## src/rtl/phase_selector_track_if.sv

```systemverilog
// phase_selector_track_if
//   Bundles the data and control signals of phase_selector_track.
//   mode     : 0 = manual phase select, 1 = automatic tracking
//   phsel    : manual phase select, 0..2*NPHASE-1
//   serin    : NPHASE oversampled bits per clock, bit 0 oldest
//   serout   : recovered bit stream
//   curphase : phase currently driving the mux tree
//   locked   : automatic mode has a valid, applied phase
//   master drives mode/phsel/serin; slave (the selector) drives the rest.
interface phase_selector_track_if #(
    parameter int unsigned NPHASE = 8
);
    localparam int unsigned S = $clog2(2 * NPHASE);

    logic           mode;
    logic [S-1:0]   phsel;
    logic [NPHASE-1:0] serin;
    logic           serout;
    logic [S-1:0]   curphase;
    logic           locked;

    modport master (
        output mode, phsel, serin,
        input  serout, curphase, locked
    );

    modport slave (
        input  mode, phsel, serin,
        output serout, curphase, locked
    );
endinterface

```

## src/rtl/phase_selector_track.sv

```systemverilog
// phase_selector_track
//   Oversampling phase selector with automatic mid-eye tracking.
//   Each clock NPHASE samples arrive; together with the previous clock's
//   samples they form 2*NPHASE phases, reduced to one bit by an S-stage
//   registered binary mux tree steered by curphase.
//   In automatic mode an edge histogram is collected over WIN clocks,
//   the peak bin is found by a sequential scan, and the sampling phase
//   moves half a unit interval away from the peak, with one-window
//   hysteresis and a lock indicator.
// Ports:
//   CLK400 : sole clock
//   reset  : synchronous, active-high
//   bus    : slave side of phase_selector_track_if
//            (mode, phsel, serin in; serout, curphase, locked out)
module phase_selector_track #(
    parameter int unsigned NPHASE  = 8,
    parameter int unsigned WIN     = 256,
    parameter int unsigned MINEDGE = 16
) (
    input  logic                   CLK400,
    input  logic                   reset,
    phase_selector_track_if.slave  bus
);
    localparam int unsigned S  = $clog2(2 * NPHASE);
    localparam int unsigned PB = $clog2(NPHASE);
    localparam int unsigned WB = $clog2(WIN);
    localparam int unsigned CW = WB + 1;
    localparam int unsigned TW = 2 * NPHASE - 1;

    localparam logic [WB-1:0] WIN_LAST = WB'(WIN - 1);
    localparam logic [PB-1:0] IDX_LAST = PB'(NPHASE - 1);
    localparam logic [PB-1:0] HALF     = PB'(NPHASE / 2);
    localparam logic [CW-1:0] MIN_CNT  = CW'(MINEDGE);

    typedef enum logic [1:0] {
        MANUAL,
        ACQUIRE,
        LOCKED,
        PENDING
    } state_e;

    state_e               state_q, state_d;
    logic [NPHASE-1:0]    serdel_q, serdel_d;
    logic [TW-1:0]        tree_q, tree_d;
    logic [S-1:0]         curphase_q, curphase_d;
    logic                 locked_q, locked_d;
    logic [S-1:0]         cand_q, cand_d;
    logic [WB-1:0]        wincnt_q, wincnt_d;
    logic [CW-1:0]        cnt_q  [NPHASE];
    logic [CW-1:0]        cnt_d  [NPHASE];
    logic [CW-1:0]        snap_q [NPHASE];
    logic [CW-1:0]        snap_d [NPHASE];
    logic                 scan_act_q, scan_act_d;
    logic [PB-1:0]        scan_idx_q, scan_idx_d;
    logic [PB-1:0]        best_p_q, best_p_d;
    logic [CW-1:0]        best_cnt_q, best_cnt_d;
    logic                 res_q, res_d;

    logic [2*NPHASE-1:0]  ser;
    logic [NPHASE-1:0]    edge_v;
    logic [4*NPHASE-3:0]  tree_in;
    logic [S-1:0]         tgt;
    logic                 win_valid;

    assign ser    = {bus.serin, serdel_q};
    // e[p] compares phase NPHASE+p with the one just before it, so e[0]
    // spans the boundary between the previous and current clock's samples.
    assign edge_v = ser[2*NPHASE-1:NPHASE] ^ ser[2*NPHASE-2:NPHASE-1];

    // All mux-tree stages live in one flat vector: stage j (width
    // NPHASE>>j) starts at offset 2*NPHASE - 2*width. Prepending ser makes
    // every stage's input a contiguous slice of tree_in.
    assign tree_in = {tree_q[TW-2:0], ser};

    for (genvar j = 0; j < S; j++) begin : g_stage
        localparam int unsigned W     = NPHASE >> j;
        localparam int unsigned OBASE = 2 * NPHASE - 2 * W;
        localparam int unsigned IBASE = 4 * NPHASE - 4 * W;
        for (genvar i = 0; i < W; i++) begin : g_node
            assign tree_d[OBASE + i] = curphase_q[j] ? tree_in[IBASE + 2*i + 1]
                                                     : tree_in[IBASE + 2*i];
        end
    end

    // Mid-eye target sits half a unit interval after the peak edge,
    // always within the current-clock half of the phase vector.
    assign tgt       = {1'b1, PB'(best_p_q + HALF)};
    assign win_valid = (best_cnt_q >= MIN_CNT);

    always_comb begin
        serdel_d   = bus.serin;
        state_d    = state_q;
        curphase_d = curphase_q;
        locked_d   = locked_q;
        cand_d     = cand_q;
        wincnt_d   = wincnt_q;
        cnt_d      = cnt_q;
        snap_d     = snap_q;
        scan_act_d = scan_act_q;
        scan_idx_d = scan_idx_q;
        best_p_d   = best_p_q;
        best_cnt_d = best_cnt_q;
        res_d      = 1'b0;

        if (!bus.mode) begin
            state_d    = MANUAL;
            curphase_d = bus.phsel;
            locked_d   = 1'b0;
            wincnt_d   = '0;
            scan_act_d = 1'b0;
            scan_idx_d = '0;
            for (int unsigned p = 0; p < NPHASE; p++) cnt_d[p] = '0;
        end else if (state_q == MANUAL) begin
            state_d    = ACQUIRE;
            wincnt_d   = '0;
            scan_act_d = 1'b0;
            scan_idx_d = '0;
            for (int unsigned p = 0; p < NPHASE; p++) cnt_d[p] = '0;
        end else begin
            wincnt_d = wincnt_q + 1'b1;
            // The last clock's edges go into the snapshot, so consecutive
            // windows cover every clock exactly once.
            if (wincnt_q == WIN_LAST) begin
                for (int unsigned p = 0; p < NPHASE; p++) begin
                    snap_d[p] = cnt_q[p] + CW'(edge_v[p]);
                    cnt_d[p]  = '0;
                end
                scan_act_d = 1'b1;
                scan_idx_d = '0;
            end else begin
                for (int unsigned p = 0; p < NPHASE; p++)
                    cnt_d[p] = cnt_q[p] + CW'(edge_v[p]);
            end

            // Strict greater-than keeps the lowest index on ties.
            if (scan_act_q) begin
                if (scan_idx_q == '0 || snap_q[scan_idx_q] > best_cnt_q) begin
                    best_cnt_d = snap_q[scan_idx_q];
                    best_p_d   = scan_idx_q;
                end
                scan_idx_d = scan_idx_q + 1'b1;
                if (scan_idx_q == IDX_LAST) begin
                    scan_act_d = 1'b0;
                    res_d      = 1'b1;
                end
            end

            if (res_q) begin
                case (state_q)
                    ACQUIRE: begin
                        if (win_valid) begin
                            curphase_d = tgt;
                            locked_d   = 1'b1;
                            state_d    = LOCKED;
                        end
                    end
                    LOCKED: begin
                        if (!win_valid) begin
                            locked_d = 1'b0;
                            state_d  = ACQUIRE;
                        end else if (tgt != curphase_q) begin
                            cand_d  = tgt;
                            state_d = PENDING;
                        end
                    end
                    PENDING: begin
                        if (!win_valid) begin
                            locked_d = 1'b0;
                            state_d  = ACQUIRE;
                        end else if (tgt == cand_q) begin
                            curphase_d = tgt;
                            state_d    = LOCKED;
                        end else if (tgt == curphase_q) begin
                            state_d = LOCKED;
                        end else begin
                            cand_d = tgt;
                        end
                    end
                    default: begin
                        state_d = state_q;
                    end
                endcase
            end
        end
    end

    always_ff @(posedge CLK400) begin
        if (reset) begin
            state_q    <= bus.mode ? ACQUIRE : MANUAL;
            serdel_q   <= '0;
            tree_q     <= '0;
            curphase_q <= '0;
            locked_q   <= 1'b0;
            cand_q     <= '0;
            wincnt_q   <= '0;
            cnt_q      <= '{default: '0};
            snap_q     <= '{default: '0};
            scan_act_q <= 1'b0;
            scan_idx_q <= '0;
            best_p_q   <= '0;
            best_cnt_q <= '0;
            res_q      <= 1'b0;
        end else begin
            state_q    <= state_d;
            serdel_q   <= serdel_d;
            tree_q     <= tree_d;
            curphase_q <= curphase_d;
            locked_q   <= locked_d;
            cand_q     <= cand_d;
            wincnt_q   <= wincnt_d;
            cnt_q      <= cnt_d;
            snap_q     <= snap_d;
            scan_act_q <= scan_act_d;
            scan_idx_q <= scan_idx_d;
            best_p_q   <= best_p_d;
            best_cnt_q <= best_cnt_d;
            res_q      <= res_d;
        end
    end

    assign bus.serout   = tree_q[TW-1];
    assign bus.curphase = curphase_q;
    assign bus.locked   = locked_q;

endmodule

```

## src/flat_wrapper.sv

```systemverilog
// flat-port wrapper written by rule: the top's interface ports become plain ports
module phase_selector_track_flat 
#(
    parameter int unsigned NPHASE  = 8,
    parameter int unsigned WIN     = 256,
    parameter int unsigned MINEDGE = 16
)
  (CLK400, reset, bus_mode, bus_phsel, bus_serin, bus_serout, bus_curphase, bus_locked);
  phase_selector_track_if #(.NPHASE(NPHASE)) bus_i ();
  input  logic CLK400;
  input  logic reset;
  input wire logic [$bits(bus_i.mode)-1:0] bus_mode;
  input wire logic [$bits(bus_i.phsel)-1:0] bus_phsel;
  input wire logic [$bits(bus_i.serin)-1:0] bus_serin;
  output wire logic [$bits(bus_i.serout)-1:0] bus_serout;
  output wire logic [$bits(bus_i.curphase)-1:0] bus_curphase;
  output wire logic [$bits(bus_i.locked)-1:0] bus_locked;
  assign bus_i.mode = bus_mode;
  assign bus_i.phsel = bus_phsel;
  assign bus_i.serin = bus_serin;
  assign bus_serout = bus_i.serout;
  assign bus_curphase = bus_i.curphase;
  assign bus_locked = bus_i.locked;
  phase_selector_track #(.NPHASE(NPHASE), .WIN(WIN), .MINEDGE(MINEDGE)) u_core (.CLK400(CLK400), .reset(reset), .bus(bus_i));
endmodule
```

## config.mk

```make
export PLATFORM = sky130hd
export DESIGN_NAME = phase_selector_track_flat
export DESIGN_NICKNAME = d
export VERILOG_FILES = /design/src/rtl/phase_selector_track_if.sv /design/src/rtl/phase_selector_track.sv /design/src/flat_wrapper.sv
export SDC_FILE = /design/constraint.sdc
export NUM_CORES = 1
export LEC_CHECK = 0
export BUFFER_PORTS_ARGS = -buffer_cell sky130_fd_sc_hd__buf_2
export CAP_MARGIN = 40
export CORE_ASPECT_RATIO = 0.7
export CORE_MARGIN = 2
export CORE_UTILIZATION = 45
export CTS_BUF_LIST = sky130_fd_sc_hd__clkbuf_4 sky130_fd_sc_hd__clkbuf_8
export DETAILED_ROUTE_END_ITERATION = 8
export GPL_TIMING_DRIVEN = 0
export PLACE_DENSITY = 0.62
export SYNTH_ARGS = -nofsm -noshare
export SYNTH_HDL_FRONTEND = slang
export SYNTH_SLANG_ARGS = --single-unit
```

## constraint.sdc

```tcl
create_clock -name CLK400 -period 3.6 [get_ports CLK400]
set_clock_uncertainty 0.15 [all_clocks]
set_input_delay 0.72 -clock CLK400 [delete_from_list [all_inputs] [get_ports CLK400]]
set_output_delay 0.72 -clock CLK400 [all_outputs]
set_load 0.01 [all_outputs]
```

==> impl_results.html <==
<table>
<tr><th>Metric</th><th>Value</th></tr>
<tr><th colspan="2">Clock network</th></tr>
<tr><td>CTS tree</td><td>built</td></tr>
<tr><td>Num CTS Buffers</td><td>34</td></tr>
<tr><td>Buffer depth of the longest clock path</td><td>3</td></tr>
<tr><td>Worst skew pair latency</td><td>500 ps</td></tr>
<tr><td>Post-CTS setup buffers</td><td>0</td></tr>
<tr><td>Clock sink total</td><td>203</td></tr>
<tr><td>CTS clk-pin slew, worst paths</td><td>60 ps</td></tr>
<tr><td>Post-CTS Hold Buffers</td><td>0</td></tr>
<tr><td>Clock H-tree levels</td><td>2</td></tr>
<tr><td>Clock Root Buffer</td><td>clkbuf_8</td></tr>
<tr><th colspan="2">Synth</th></tr>
<tr><td>Top cells by count, synth</td><td>201 x dfxtp_1, 169 x nor2_1, 58 x nand2_1</td></tr>
<tr><td>Number of distinct standard cells referenced by the synthesized netlist</td><td>54</td></tr>
<tr><td>Biggest area contributors in the synthesized netlist</td><td>dfxtp_1 46%, nor2_1 7.2%, a211oi_2 5.1%</td></tr>
<tr><td>Count leader, synth</td><td>dfxtp_1</td></tr>
<tr><td>Commonest register cell after synthesis</td><td>dfxtp_1</td></tr>
<tr><td>Area share of the leading cell type in the synthesized netlist</td><td>45.81%</td></tr>
<tr><td>Share of async-settable or async-resettable flops after synthesis</td><td>0%</td></tr>
<tr><td>Mapped Nets</td><td>925</td></tr>
<tr><td>Syn. warnings</td><td>0</td></tr>
<tr><td>Largest area contributor in the netlist</td><td>dfxtp_1</td></tr>
<tr><td>Register bit total from synthesis</td><td>203</td></tr>
<tr><td>Fraction of the yosys area taken by sequential cells</td><td>46.49%</td></tr>
<tr><td>Count of flip-flops with a built-in enable after synthesis</td><td>2</td></tr>
<tr><td>Post-synthesis cell count</td><td>881</td></tr>
<tr><td>Mapped Area</td><td>0.008785 sq mm</td></tr>
<tr><td>Post-Synthesis Mean Instance Area</td><td>9.971 sq um</td></tr>
<tr><th colspan="2">Floorplanning</th></tr>
<tr><td>Effective utilization at floorplan</td><td>46.18%</td></tr>
<tr><td>Vertical die dimension</td><td>120.9 microns</td></tr>
<tr><td>I/O pin total</td><td>21</td></tr>
<tr><td>Die ar.</td><td>0.02067 sq mm</td></tr>
<tr><td>Core footprint</td><td>0.01902 sq mm</td></tr>
<tr><td>Std cell rows</td><td>42</td></tr>
<tr><td>Die X</td><td>171.0 microns</td></tr>
<tr><th colspan="2">Detailed routing</th></tr>
<tr><td>Drt first pass iters</td><td>5</td></tr>
<tr><td>Via count</td><td>6337</td></tr>
<tr><td>Ratio of routed vias to standard cells</td><td>5.182</td></tr>
<tr><td>Routed WL</td><td>20710 microns</td></tr>
<tr><td>Average wire length per cell after detail routing</td><td>16.93 microns</td></tr>
<tr><td>DRC violations left</td><td>0</td></tr>
<tr><td>Iteration-0 DRC Markers</td><td>363</td></tr>
<tr><td>Number of nets with antenna violations after detailed routing</td><td>0</td></tr>
<tr><th colspan="2">STA</th></tr>
<tr><td>Actual transition at the worst max-transition pin</td><td>686.6 ps</td></tr>
<tr><td>Fin Setup TNS</td><td>0 ps</td></tr>
<tr><td>Number of endpoints failing setup at the final stage</td><td>0</td></tr>
<tr><td>Unrepaired setup endpoints after global routing</td><td>no</td></tr>
<tr><td>Final Max Slew Viols</td><td>0</td></tr>
<tr><td>Fmax</td><td>0.3012 GHz</td></tr>
<tr><td>Clock period minus worst slack</td><td>3320 ps</td></tr>
<tr><td>Worst rel slew slack</td><td>54.23%</td></tr>
<tr><td>Final worst-path cycle share</td><td>92.22%</td></tr>
<tr><td>Count of endpoints failing hold in the final timing report</td><td>0</td></tr>
<tr><th colspan="2">Power and ir drop</th></tr>
<tr><td>Power per standard cell area</td><td>458.7 mW/mm^2</td></tr>
<tr><td>Cell leakage power</td><td>3.583 nW</td></tr>
<tr><td>Worst IR Drop VDD</td><td>0.2482 mV</td></tr>
<tr><th colspan="2">Min path</th></tr>
<tr><td>Launch instance of the worst min-delay path</td><td>u_core.wincnt_q[0]$_SDFF_PP0_</td></tr>
<tr><td>Number of cells on the worst hold path</td><td>1</td></tr>
<tr><td>Worst min path class</td><td>flop to flop</td></tr>
<tr><td>Worst min-delay path endpoint</td><td>u_core.wincnt_q[0]$_SDFF_PP0_</td></tr>
<tr><th colspan="2">Final layout</th></tr>
<tr><td>Area added between synthesis and finish</td><td>12.52%</td></tr>
<tr><td>Fraction of layout instances using a drive strength above 1</td><td>19.81%</td></tr>
<tr><td>Count of placed standard cells in the final layout, fillers left out</td><td>1223</td></tr>
<tr><td>Diode insertion count for antenna repair</td><td>0</td></tr>
<tr><td>Final #Nets</td><td>979</td></tr>
<tr><td>Layout fillers</td><td>1756</td></tr>
<tr><th colspan="2">Global route</th></tr>
<tr><td>Via count of the first global-routing pass</td><td>6124</td></tr>
<tr><td>Maximum number of pins on one net before global-route repair</td><td>11</td></tr>
<tr><td>Overall overflow remaining after global route</td><td>0</td></tr>
<tr><td>Antenna violations before repair</td><td>0</td></tr>
<tr><td>First-pass GRT wire length</td><td>33180 microns</td></tr>
<tr><td>Global router's overall resource usage</td><td>20.70%</td></tr>
<tr><th colspan="2">Flow run</th></tr>
<tr><td>Max-cap viol count</td><td>0</td></tr>
<tr><th colspan="2">Place</th></tr>
<tr><td>GPL Wtd Cong</td><td>0.8556</td></tr>
<tr><td>Port-buffer cells</td><td>18</td></tr>
<tr><td>HPWL Detailed</td><td>14980 microns</td></tr>
<tr><td>Placed Instances</td><td>1163</td></tr>
<tr><th colspan="2">Worst setup path</th></tr>
<tr><td>Start of the worst register-to-register path</td><td>u_core.scan_idx_q[0]$_SDFFE_PP0P_</td></tr>
<tr><td>Cell type of the slowest stage on the worst timing path</td><td>mux4_2</td></tr>
<tr><td>Peak per-stage delay on the critical path</td><td>580 ps</td></tr>
<tr><td>Category of the critical setup timing path</td><td>flop to flop</td></tr>
<tr><td>Count of buffering cells on the critical path with inverters included</td><td>2</td></tr>
<tr><td>Kind of start point of the critical path</td><td>flop</td></tr>
<tr><td>Endpoint of the worst-slack reg-to-reg timing path</td><td>u_core.best_cnt_q[0]$_SDFFE_PP0P_</td></tr>
<tr><td>Crit-path max FO</td><td>10</td></tr>
<tr><td>R2R depth</td><td>9</td></tr>
<tr><td>Kind of end point of the critical path</td><td>flop</td></tr>
<tr><td>Cell family with the largest share of critical-path delay</td><td>multiplexers</td></tr>
<tr><td>CP cell instances</td><td>buf_6 &gt; mux4_2 &gt; mux2_2 &gt; ha_1 &gt; nand4_1 &gt; o2111ai_1 &gt; or3_1 &gt; buf_12 &gt; a311oi_1</td></tr>
<tr><td>Setup slack of the worst register-to-register path</td><td>280 ps</td></tr>
<tr><td>Required time of the critical path</td><td>3850 ps</td></tr>
<tr><td>Data arrival time at the worst-slack endpoint</td><td>3570 ps</td></tr>
<tr><th colspan="2">Run status</th></tr>
<tr><td>Status</td><td>finished clean</td></tr>
</table>
cell type report:
cell class	instances	area (sq um)	share of cell area, %
Tap cell	264	330.3	3.342
Multi-Input combinational cell	609	4307	43.57
Inverter	16	60.06	0.6076
Timing Repair Buffer	18	90.09	0.9114
Sequential cell	203	4084	41.32
Buffer	53	335.3	3.392
Clock inverter	5	27.53	0.2785
Clock buffer	55	650.6	6.582
power by group:
part           switching, mW  internal (mW)
clock network          0.906           1.14
logic                  0.129         0.0612
registers             0.0143           2.28
how the worst max path moves through the flow:
stage / start / endpoint / depth (start not counted)
after global placement: u_core.scan_idx_q[1]$_SDFFE_PP0P_ / u_core.best_cnt_q[6]$_SDFFE_PP0P_ / 10
final: u_core.scan_idx_q[0]$_SDFFE_PP0P_ / u_core.best_cnt_q[0]$_SDFFE_PP0P_ / 9
after floorplan: u_core.scan_idx_q[0]$_SDFFE_PP0P_ / u_core.best_cnt_q[0]$_SDFFE_PP0P_ / 9
after CTS: u_core.scan_idx_q[1]$_SDFFE_PP0P_ / u_core.best_cnt_q[0]$_SDFFE_PP0P_ / 9
after detailed placement: u_core.scan_idx_q[1]$_SDFFE_PP0P_ / u_core.best_cnt_q[6]$_SDFFE_PP0P_ / 10
after global routing: u_core.scan_idx_q[0]$_SDFFE_PP0P_ / u_core.best_cnt_q[0]$_SDFFE_PP0P_ / 9
placed cells by master, fill, tap and decap left out, types with 16 or more instances in the layout:
cell type	synthesis	routed
clkbuf_4	0	17
mux2i_1	22	22
nand3_1	41	41
xor2_1	41	41
buf_2	14	32
mux4_2	17	17
xnor2_1	35	35
nand2_1	58	58
clkbuf_8	1	39
and3_1	27	27
a211oi_1	24	24
ha_1	29	29
inv_1	16	16
a21oi_1	37	37
clkbuf_1	18	17
a211oi_2	36	36
dfxtp_1	201	201
nor2_1	169	169
metrics by stage:
stage          utilization, %  total power [mW]  area [sq um]  setup WS (ps)  hold WS, ps
2_1_floorplan               -             2.461          8785          630.1        263.0
3_3_place_gp            48.39             2.531          9205          171.5        279.0
3_5_place_dp            48.39             2.532          9205          141.6        290.4
4_1_cts                 51.95             4.587          9883          120.9        305.8
5_1_grt                 51.96             4.696          9884          165.9        333.9
6_report                51.96             4.534          9884          280.3        304.9
logic make-up after synthesis:
group | Yosys count | share of synthesized area (%)
and+or+nand+nor | 341 | 17.68
DFF | 203 | 46.49
AOI/OAI and AO/OA | 114 | 11.04
xor gates and xnor gates | 76 | 7.577
buffers and inverters | 69 | 4.487
muxes | 49 | 8.603
adders and majority gates | 29 | 4.130
worst register-to-register path, delay by kind of cell (launching register included):
kind / cells / cell delay, ps
mux: 2 / 920
buf+inv: 2 / 430
compound gates: 2 / 390
flops: 1 / 420
simple gates: 2 / 600
fa+ha+maj: 1 / 320
state kept, by name, indices dropped and copies added, names as in the netlist:
name,cells
u_core.cand_q,4
u_core.cnt_q,72
u_core.res_q,1
u_core.tree_q,15
u_core.bus.locked,1
u_core.scan_act_q,1
u_core.scan_idx_q,3
u_core.serdel_q,8
u_core.snap_q,72
u_core.best_cnt_q,9
u_core.state_q,2
u_core.best_p_q,3
u_core.wincnt_q,8
u_core.bus.curphase,4
what timing repair did:
action,in CTS,in global routing
hold endpoints to repair,0,0
gates resized for setup,0,2
endpoints found under the setup margin,0,3
per-layer routing:
metal / GRT usage [%] / wire (microns)
met3: 3.718 / 1188
met1: 33.24 / 11160
met2: 28.07 / 8104
met4: 5.085 / 259
met5: 0 / 0
No activity file was read; power rests on OpenSTA's default activity.
